==> src/rtl/mult_arbiter_if.sv <==
// Bundle of the client request/response and multiplier-side signals of mult_arbiter.
// slave is the arbiter's view; master is the clients-plus-multiplier view.
interface mult_arbiter_if;
  logic        req0_valid;
  logic        req1_valid;
  logic [31:0] req0_a;
  logic [31:0] req0_b;
  logic [31:0] req1_a;
  logic [31:0] req1_b;
  logic        req0_ready;
  logic        req1_ready;
  logic        resp_valid;
  logic        resp_id;
  logic [31:0] resp_hi;
  logic [31:0] resp_lo;
  logic        resp_err;
  logic        err;
  logic        mul_start;
  logic [31:0] mul_op1;
  logic [31:0] mul_op2;
  logic        mul_reset;
  logic        mul_fim;
  logic [31:0] mul_hi;
  logic [31:0] mul_lo;

  modport slave (
    input  req0_valid, req1_valid, req0_a, req0_b, req1_a, req1_b,
    input  mul_fim, mul_hi, mul_lo,
    output req0_ready, req1_ready, resp_valid, resp_id, resp_hi, resp_lo, resp_err, err,
    output mul_start, mul_op1, mul_op2, mul_reset
  );

  modport master (
    output req0_valid, req1_valid, req0_a, req0_b, req1_a, req1_b,
    output mul_fim, mul_hi, mul_lo,
    input  req0_ready, req1_ready, resp_valid, resp_id, resp_hi, resp_lo, resp_err, err,
    input  mul_start, mul_op1, mul_op2, mul_reset
  );
endinterface

==> src/rtl/mult_arbiter.sv <==
// Round-robin arbiter and sequencer for two clients sharing one 32-cycle Booth multiplier,
// with a watchdog that resets the multiplier if fim never returns.
module mult_arbiter #(
  parameter int unsigned TIMEOUT = 40
) (
  input logic           clock,
  input logic           reset,
  mult_arbiter_if.slave bus
);

  localparam int unsigned WdW = $clog2(TIMEOUT + 1);
  localparam logic [WdW-1:0] WdMax = WdW'(TIMEOUT);

  typedef enum logic [1:0] {StIdle, StStart, StWait, StResp} state_t;

  state_t         r_state;
  state_t         w_state_d;
  logic           w_grant0;
  logic           w_grant1;
  logic           w_fire;
  logic [WdW-1:0] r_wd;
  logic [WdW-1:0] w_wd_inc;
  logic           r_last_grant;
  logic [31:0]    r_op1;
  logic [31:0]    r_op2;
  logic           r_resp_id;
  logic [31:0]    r_resp_hi;
  logic [31:0]    r_resp_lo;
  logic           r_resp_err;
  logic           r_resp_valid;
  logic           r_err;
  logic           r_mul_start;
  logic           r_wd_pulse;

  // On a tie the client not granted last wins; r_last_grant resets to 1 so client 0 goes first.
  always_comb begin
    w_grant0  = bus.req0_valid & (~bus.req1_valid | r_last_grant);
    w_grant1  = bus.req1_valid & (~bus.req0_valid | ~r_last_grant);
    w_wd_inc  = r_wd + 1'b1;
    w_fire    = (r_state == StWait) & ~bus.mul_fim & (w_wd_inc == WdMax);
    w_state_d = r_state;
    unique case (r_state)
      StIdle:  if (w_grant0 | w_grant1) w_state_d = StStart;
      StStart: if (bus.mul_fim) w_state_d = StWait;
      StWait:  if (bus.mul_fim | w_fire) w_state_d = StResp;
      StResp:  w_state_d = StIdle;
      default: w_state_d = StIdle;
    endcase
  end

  always_ff @(posedge clock) begin
    if (reset) begin
      r_state      <= StIdle;
      r_wd         <= '0;
      r_last_grant <= 1'b1;
      r_op1        <= '0;
      r_op2        <= '0;
      r_resp_id    <= 1'b0;
      r_resp_hi    <= '0;
      r_resp_lo    <= '0;
      r_resp_err   <= 1'b0;
      r_resp_valid <= 1'b0;
      r_err        <= 1'b0;
      r_mul_start  <= 1'b0;
      r_wd_pulse   <= 1'b0;
    end else begin
      r_state      <= w_state_d;
      r_mul_start  <= (w_state_d == StStart);
      r_resp_valid <= (w_state_d == StResp);
      r_wd_pulse   <= w_fire;
      if ((r_state == StIdle) && (w_grant0 | w_grant1)) begin
        r_last_grant <= w_grant1;
        r_resp_id    <= w_grant1;
        r_op1        <= w_grant1 ? bus.req1_a : bus.req0_a;
        r_op2        <= w_grant1 ? bus.req1_b : bus.req0_b;
      end
      if ((r_state == StStart) && bus.mul_fim) begin
        r_wd <= '0;
      end else if (r_state == StWait) begin
        r_wd <= w_wd_inc;
      end
      if (r_state == StWait) begin
        if (bus.mul_fim) begin
          r_resp_hi  <= bus.mul_hi;
          r_resp_lo  <= bus.mul_lo;
          r_resp_err <= 1'b0;
        end else if (w_fire) begin
          r_resp_hi  <= '0;
          r_resp_lo  <= '0;
          r_resp_err <= 1'b1;
          r_err      <= 1'b1;
        end
      end
    end
  end

  // Reset is synchronous, so the handshake outputs are gated to keep them quiet in a reset cycle.
  assign bus.req0_ready = (r_state == StIdle) & w_grant0 & ~reset;
  assign bus.req1_ready = (r_state == StIdle) & w_grant1 & ~reset;
  assign bus.mul_start  = r_mul_start & ~reset;
  assign bus.mul_reset  = reset | r_wd_pulse;
  assign bus.mul_op1    = r_op1;
  assign bus.mul_op2    = r_op2;
  assign bus.resp_valid = r_resp_valid;
  assign bus.resp_id    = r_resp_id;
  assign bus.resp_hi    = r_resp_hi;
  assign bus.resp_lo    = r_resp_lo;
  assign bus.resp_err   = r_resp_err;
  assign bus.err        = r_err;

endmodule

==> src/flat_wrapper.sv <==
// flat-port wrapper written by rule: the top's interface ports become plain ports
module mult_arbiter_flat 
#(
  parameter int unsigned TIMEOUT = 40
)
  (clock, reset, bus_req0_valid, bus_req1_valid, bus_req0_a, bus_req0_b, bus_req1_a, bus_req1_b, bus_mul_fim, bus_mul_hi, bus_mul_lo, bus_req0_ready, bus_req1_ready, bus_resp_valid, bus_resp_id, bus_resp_hi, bus_resp_lo, bus_resp_err, bus_err, bus_mul_start, bus_mul_op1, bus_mul_op2, bus_mul_reset);
  mult_arbiter_if bus_i ();
  input logic clock;
  input logic reset;
  input wire logic [$bits(bus_i.req0_valid)-1:0] bus_req0_valid;
  input wire logic [$bits(bus_i.req1_valid)-1:0] bus_req1_valid;
  input wire logic [$bits(bus_i.req0_a)-1:0] bus_req0_a;
  input wire logic [$bits(bus_i.req0_b)-1:0] bus_req0_b;
  input wire logic [$bits(bus_i.req1_a)-1:0] bus_req1_a;
  input wire logic [$bits(bus_i.req1_b)-1:0] bus_req1_b;
  input wire logic [$bits(bus_i.mul_fim)-1:0] bus_mul_fim;
  input wire logic [$bits(bus_i.mul_hi)-1:0] bus_mul_hi;
  input wire logic [$bits(bus_i.mul_lo)-1:0] bus_mul_lo;
  output wire logic [$bits(bus_i.req0_ready)-1:0] bus_req0_ready;
  output wire logic [$bits(bus_i.req1_ready)-1:0] bus_req1_ready;
  output wire logic [$bits(bus_i.resp_valid)-1:0] bus_resp_valid;
  output wire logic [$bits(bus_i.resp_id)-1:0] bus_resp_id;
  output wire logic [$bits(bus_i.resp_hi)-1:0] bus_resp_hi;
  output wire logic [$bits(bus_i.resp_lo)-1:0] bus_resp_lo;
  output wire logic [$bits(bus_i.resp_err)-1:0] bus_resp_err;
  output wire logic [$bits(bus_i.err)-1:0] bus_err;
  output wire logic [$bits(bus_i.mul_start)-1:0] bus_mul_start;
  output wire logic [$bits(bus_i.mul_op1)-1:0] bus_mul_op1;
  output wire logic [$bits(bus_i.mul_op2)-1:0] bus_mul_op2;
  output wire logic [$bits(bus_i.mul_reset)-1:0] bus_mul_reset;
  assign bus_i.req0_valid = bus_req0_valid;
  assign bus_i.req1_valid = bus_req1_valid;
  assign bus_i.req0_a = bus_req0_a;
  assign bus_i.req0_b = bus_req0_b;
  assign bus_i.req1_a = bus_req1_a;
  assign bus_i.req1_b = bus_req1_b;
  assign bus_i.mul_fim = bus_mul_fim;
  assign bus_i.mul_hi = bus_mul_hi;
  assign bus_i.mul_lo = bus_mul_lo;
  assign bus_req0_ready = bus_i.req0_ready;
  assign bus_req1_ready = bus_i.req1_ready;
  assign bus_resp_valid = bus_i.resp_valid;
  assign bus_resp_id = bus_i.resp_id;
  assign bus_resp_hi = bus_i.resp_hi;
  assign bus_resp_lo = bus_i.resp_lo;
  assign bus_resp_err = bus_i.resp_err;
  assign bus_err = bus_i.err;
  assign bus_mul_start = bus_i.mul_start;
  assign bus_mul_op1 = bus_i.mul_op1;
  assign bus_mul_op2 = bus_i.mul_op2;
  assign bus_mul_reset = bus_i.mul_reset;
  mult_arbiter #(.TIMEOUT(TIMEOUT)) u_core (.clock(clock), .reset(reset), .bus(bus_i));
endmodule
==> config.mk <==
export PLATFORM = sky130hd
export DESIGN_NAME = mult_arbiter_flat
export DESIGN_NICKNAME = d
export VERILOG_FILES = /design/src/rtl/mult_arbiter_if.sv /design/src/rtl/mult_arbiter.sv /design/src/flat_wrapper.sv
export SDC_FILE = /design/constraint.sdc
export NUM_CORES = 1
export LEC_CHECK = 0
export BUFFER_PORTS_ARGS = -buffer_cell sky130_fd_sc_hd__buf_2
export CORE_UTILIZATION = 28
export DETAILED_ROUTE_END_ITERATION = 7
export PLACE_DENSITY = 0.52
export SKIP_LAST_GASP = 1
export SLEW_MARGIN = 20
export SYNTH_ARGS = -nofsm -noshare
export SYNTH_HDL_FRONTEND = slang
export SYNTH_SLANG_ARGS = --single-unit
export TNS_END_PERCENT = 30
==> constraint.sdc <==
create_clock -name clock -period 2.27 [get_ports clock]
set_clock_uncertainty 0.15 [all_clocks]
set_input_delay 0.1135 -clock clock [delete_from_list [all_inputs] [get_ports clock]]
set_output_delay 0.1135 -clock clock [all_outputs]
set_load 0.01 [all_outputs]
==> out/results.env <==
POWER_LEAKAGE_nW=4.71
TOTAL_POWER_mW=7.14
WORST_MIN_DELAY_PATH_CLASS='input pin to flop'
NUMBER_OF_H_TREE_BRANCHING_LEVELS=4
HOLD-PATH-CELL-COUNT=3
DIEAREA_UM2=20200
TIMING.FINAL.MAX_SLEW_VIOLATIONS=0
SWITCHING_POWER_mW=1.81
WORSTREG2REGEND='u_core.bus.mul_op1[6]$_SDFFE_PP0P_'
GRT_PASS1_VIAS=5813
WORST_IR_DROP_VDD_V=0.000406
PLACEMENT.SETUP.WORST_SLACK_NS=0.322
GRT_FIRST_PASS_WIRELENGTH_MM=29.0
FINAL_HOLD_SLACK_NS=0.298
ROUTED_WL_MM=19.0
HOLD_VIOL=0
TRACK_USAGE=0.183
CP-START-KIND='input pin'
MAX_SLEW.WORST_PIN.SLEW_NS=0.577
ANTENNA_VIOLATING_NETS_POST_ROUTE=0
SETUP.WORST_PATH.END='u_core.bus.mul_op1[6]$_SDFFE_PP0P_'
TOP_LEVEL_PORTS=333
POST_SYNTH_INST_COUNT=515
CTS.ROOT.BUFFER_CELL='sky130_fd_sc_hd__clkbuf_16'
SHARE_SEQ_OF_TOTAL_POWER=0.388
CRITICAL_PATH.STARTPOINT='bus_req1_valid'
MAX_FO_CRITICAL_PATH=22
LAYOUT_WORST_PATH_CYCLE_SHARE=0.933
PLACE_INST=1072
TRITONCTS_NUM_SINKS=143
FINAL-INSTANCE-COUNT-EXCL-FILL=1305
WORST_FLOP_TO_FLOP_PATH_STARTPOINT='u_core.r_last_grant$_SDFFE_PP1P_'
GLOBALPLACE.CONGESTION=0.759
SYNTH_ENABLE_FLOP_CELLS=0
HPWL_MM=12.0
CLKSLEWWORSTSETUPHOLDPATHS_NS=0.06
GRT_OVERFLOW=0
POWER_INTERNAL_mW=5.33
R2R_CELLS=6
FINAL_PERIOD_MINUS_WORST_SETUP_SLACK_NS=2.12
GRT_ANTENNA_BEFORE_REPAIR=4
SYN_NETS=714
COMBPWRFRAC=0.190
FIRST_PASS_ITERS=4
DIE_WIDTH_UM=142
SYNTH.YOSYS.SEQ_AREA_SHARE=0.521
FINAL_LAYOUT_SIZE_SUFFIX_GT1_FRAC=0.373
POWER_PER_CELL_AREA_nW_PER_UM2=709
DRT-INITIAL-DRC-COUNT=139
EFFECTIVE_UTILIZATION_AT_FLOORPLAN=0.290
PORT_BUFFERS=332
SYNTHTOLAYOUTAREAGROWTH_PCT=83.3
MAX_FREQ_GHz=0.472
WORST-R2R-SETUP-SLACK_NS=0.21
WORSTSKEWPAIRLATENCY_NS=0.41
SETUP_TNS_NS=0
ROUTED-VIA-COUNT=5834
CLOCK_TREE_FROM_TRITONCTS='built'
GRT_MAX_DEGREE=130
AVGVIACOUNTPERCELL=4.47
DRC=0
WARNINGS_FROM_YOSYS=0
SYNTH_FLOP_CELL='sky130_fd_sc_hd__dfxtp_1'
CRITICAL_PATH.ENDPOINT_TYPE='flop'
ASYNC_RESET_FF_FRAC=0
FP-ROW-COUNT=50
SYNTH_SEQ_CELLS=143
REPORT.FINAL.SETUP_VIOL=0
CTS_BUFFERS=17
MAX_SLEW_MARGIN=0.615
NETSWITCHINGFRACTION=0.253
FILLERS=1665
MAXCAPVIOLATIONS=0
ROUTE.DETAILED.WL_PER_INST_UM=14.5
FLOORPLAN.DIE.HEIGHT_UM=142
FINALWORSTSETUPSLACK_NS=0.151
WORST-SETUP-PATH-TYPE='input pin to flop'
SYNTH.DISTINCT_CELLS=38
CLOCK_TREE.BUFFER_DEPTH=2
PWR-SHARE-CLK=0.422
CRIT_REQUIRED_NS=2.38
RUN_STATUS='finished clean'
FINAL_NETS=1229
SYN_AREA_PER_CELL_UM2=10.7
CORE_AREA_UM2=19000
SYN_AREA_UM2=5490
WORST_EP_ARRIVAL_TIME_NS=2.23
-- critical path, cell delays in order --
cell and delay [ns]:
sky130_fd_sc_hd__dlygate4sd3_1 0.53, sky130_fd_sc_hd__buf_2 0.15, sky130_fd_sc_hd__a21boi_4 0.20, sky130_fd_sc_hd__buf_12 0.15, sky130_fd_sc_hd__buf_12 0.20, sky130_fd_sc_hd__mux2i_1 0.22, sky130_fd_sc_hd__dlygate4sd3_1 0.58, sky130_fd_sc_hd__a211oi_1 0.07
-- Yosys cell counts (6+ instances only) --
cell	number	area share
sky130_fd_sc_hd__nor2_1	73	0.050
sky130_fd_sc_hd__a21oi_1	9	0.0082
sky130_fd_sc_hd__dfxtp_1	143	0.52
sky130_fd_sc_hd__nand2_1	9	0.0061
sky130_fd_sc_hd__clkbuf_1	17	0.012
sky130_fd_sc_hd__a22o_1	60	0.096
sky130_fd_sc_hd__buf_6	8	0.016
sky130_fd_sc_hd__mux2i_1	65	0.12
sky130_fd_sc_hd__a211oi_1	64	0.087
sky130_fd_sc_hd__nor3_1	6	0.0055
sky130_fd_sc_hd__buf_2	13	0.012
sky130_fd_sc_hd__buf_1	6	0.0041
-- power by group through the flow --
stage | logic [mW] | registers (mW) | clock network (mW)
6_report | 1.36 | 2.77 | 3.01
2_1_floorplan | 0.482 | 2.90 | 0
3_3_place_gp | 1.01 | 2.82 | 0
5_1_grt | 1.47 | 2.79 | 3.20
3_5_place_dp | 1.02 | 2.82 | 0
4_1_cts | 1.34 | 2.77 | 3.09
-- through the flow --
| stage | utilization | area [um^2] |
|---|---|---|
| global route | 0.531 | 10100 |
| detailed placement | 0.391 | 7410 |
| floorplan | - | 5490 |
| global placement | 0.391 | 7410 |
| CTS | 0.529 | 10000 |
| finish | 0.531 | 10100 |
-- registers in the layout, indices dropped and copies added, names as in the netlist --
name	count
u_core.bus.mul_op1	32
u_core.bus.mul_op2	32
u_core.bus.resp_hi	32
u_core.bus.resp_lo	32
u_core.r_wd	6
u_core.r_state	2
u_core.bus.err	1
u_core.bus.resp_err	1
u_core.bus.resp_id	1
u_core.bus.resp_valid	1
u_core.r_last_grant	1
u_core.r_mul_start	1
u_core.r_wd_pulse	1
-- cells by family (layout without fill, tap and decap cells) --
family	count (synthesis)	after routing	share of synthesized area
other cells	0	3	0
xor+xnor	6	6	0.00957
simple gates	103	103	0.0831
mux	65	65	0.118
compound gates	147	147	0.214
fa+ha+maj	2	2	0.00456
flops	143	143	0.521
buf+inv	49	576	0.0487
-- area by class of cell --
type,count,area [um^2],area share
inverter,3,11.3,0.00112
tap,260,325,0.0323
timing repair buffer,542,3830,0.381
antenna,3,7.51,0.000746
multi-input combinational,323,2390,0.237
clock inverter,12,184,0.0183
sequential,143,2860,0.284
clock buffer,19,453,0.0450
-- metal layers --
metal	global-route usage	wire length [um]	up-vias
met4	0.0679	282	2
li1	-	-	2942
met5	0	13	-
met3	0.0734	1830	21
met1	0.201	7620	2629
met2	0.317	9230	240
-- worst min path at each step --
stage	from	endpoint
after detailed placement	bus_mul_hi[14]	u_core.bus.resp_hi[14]$_SDFFE_PP0P_
after floorplan	bus_mul_hi[14]	u_core.bus.resp_hi[14]$_SDFFE_PP0P_
after global placement	bus_mul_lo[15]	u_core.bus.resp_lo[15]$_SDFFE_PP0P_
final	bus_mul_hi[14]	u_core.bus.resp_hi[14]$_SDFFE_PP0P_
after CTS	bus_mul_lo[14]	u_core.bus.resp_lo[14]$_SDFFE_PP0P_
after global routing	bus_mul_hi[28]	u_core.bus.resp_hi[28]$_SDFFE_PP0P_
-- placed cells by master (no fill, tap or decap), types with 3 or more instances in the layout --
cell	synthesis	layout
sky130_fd_sc_hd__buf_4	2	4
sky130_fd_sc_hd__clkbuf_16	0	17
sky130_fd_sc_hd__a211oi_1	64	64
sky130_fd_sc_hd__a21oi_1	9	9
sky130_fd_sc_hd__mux2i_1	65	65
sky130_fd_sc_hd__buf_12	0	8
sky130_fd_sc_hd__a22o_1	60	60
sky130_fd_sc_hd__clkinv_4	0	3
sky130_fd_sc_hd__dlygate4sd3_1	0	198
sky130_fd_sc_hd__xnor2_1	4	4
sky130_fd_sc_hd__nand2_1	9	9
sky130_fd_sc_hd__a22o_2	3	3
sky130_fd_sc_hd__diode_2	0	3
sky130_fd_sc_hd__dfxtp_1	143	143
sky130_fd_sc_hd__nor3_1	6	5
sky130_fd_sc_hd__buf_2	13	332
sky130_fd_sc_hd__bufinv_16	0	4
sky130_fd_sc_hd__nand3_1	4	4
sky130_fd_sc_hd__nor2_1	73	73
sky130_fd_sc_hd__inv_1	3	3
-- timing repair --
item	4_1_cts	5_1_grt
hold buffers	198	0
setup endpoints to repair	0	14
resized for setup	0	1
hold endpoints to repair	134	0
setup buffers	0	1
Power figures use the tool's default switching activity.
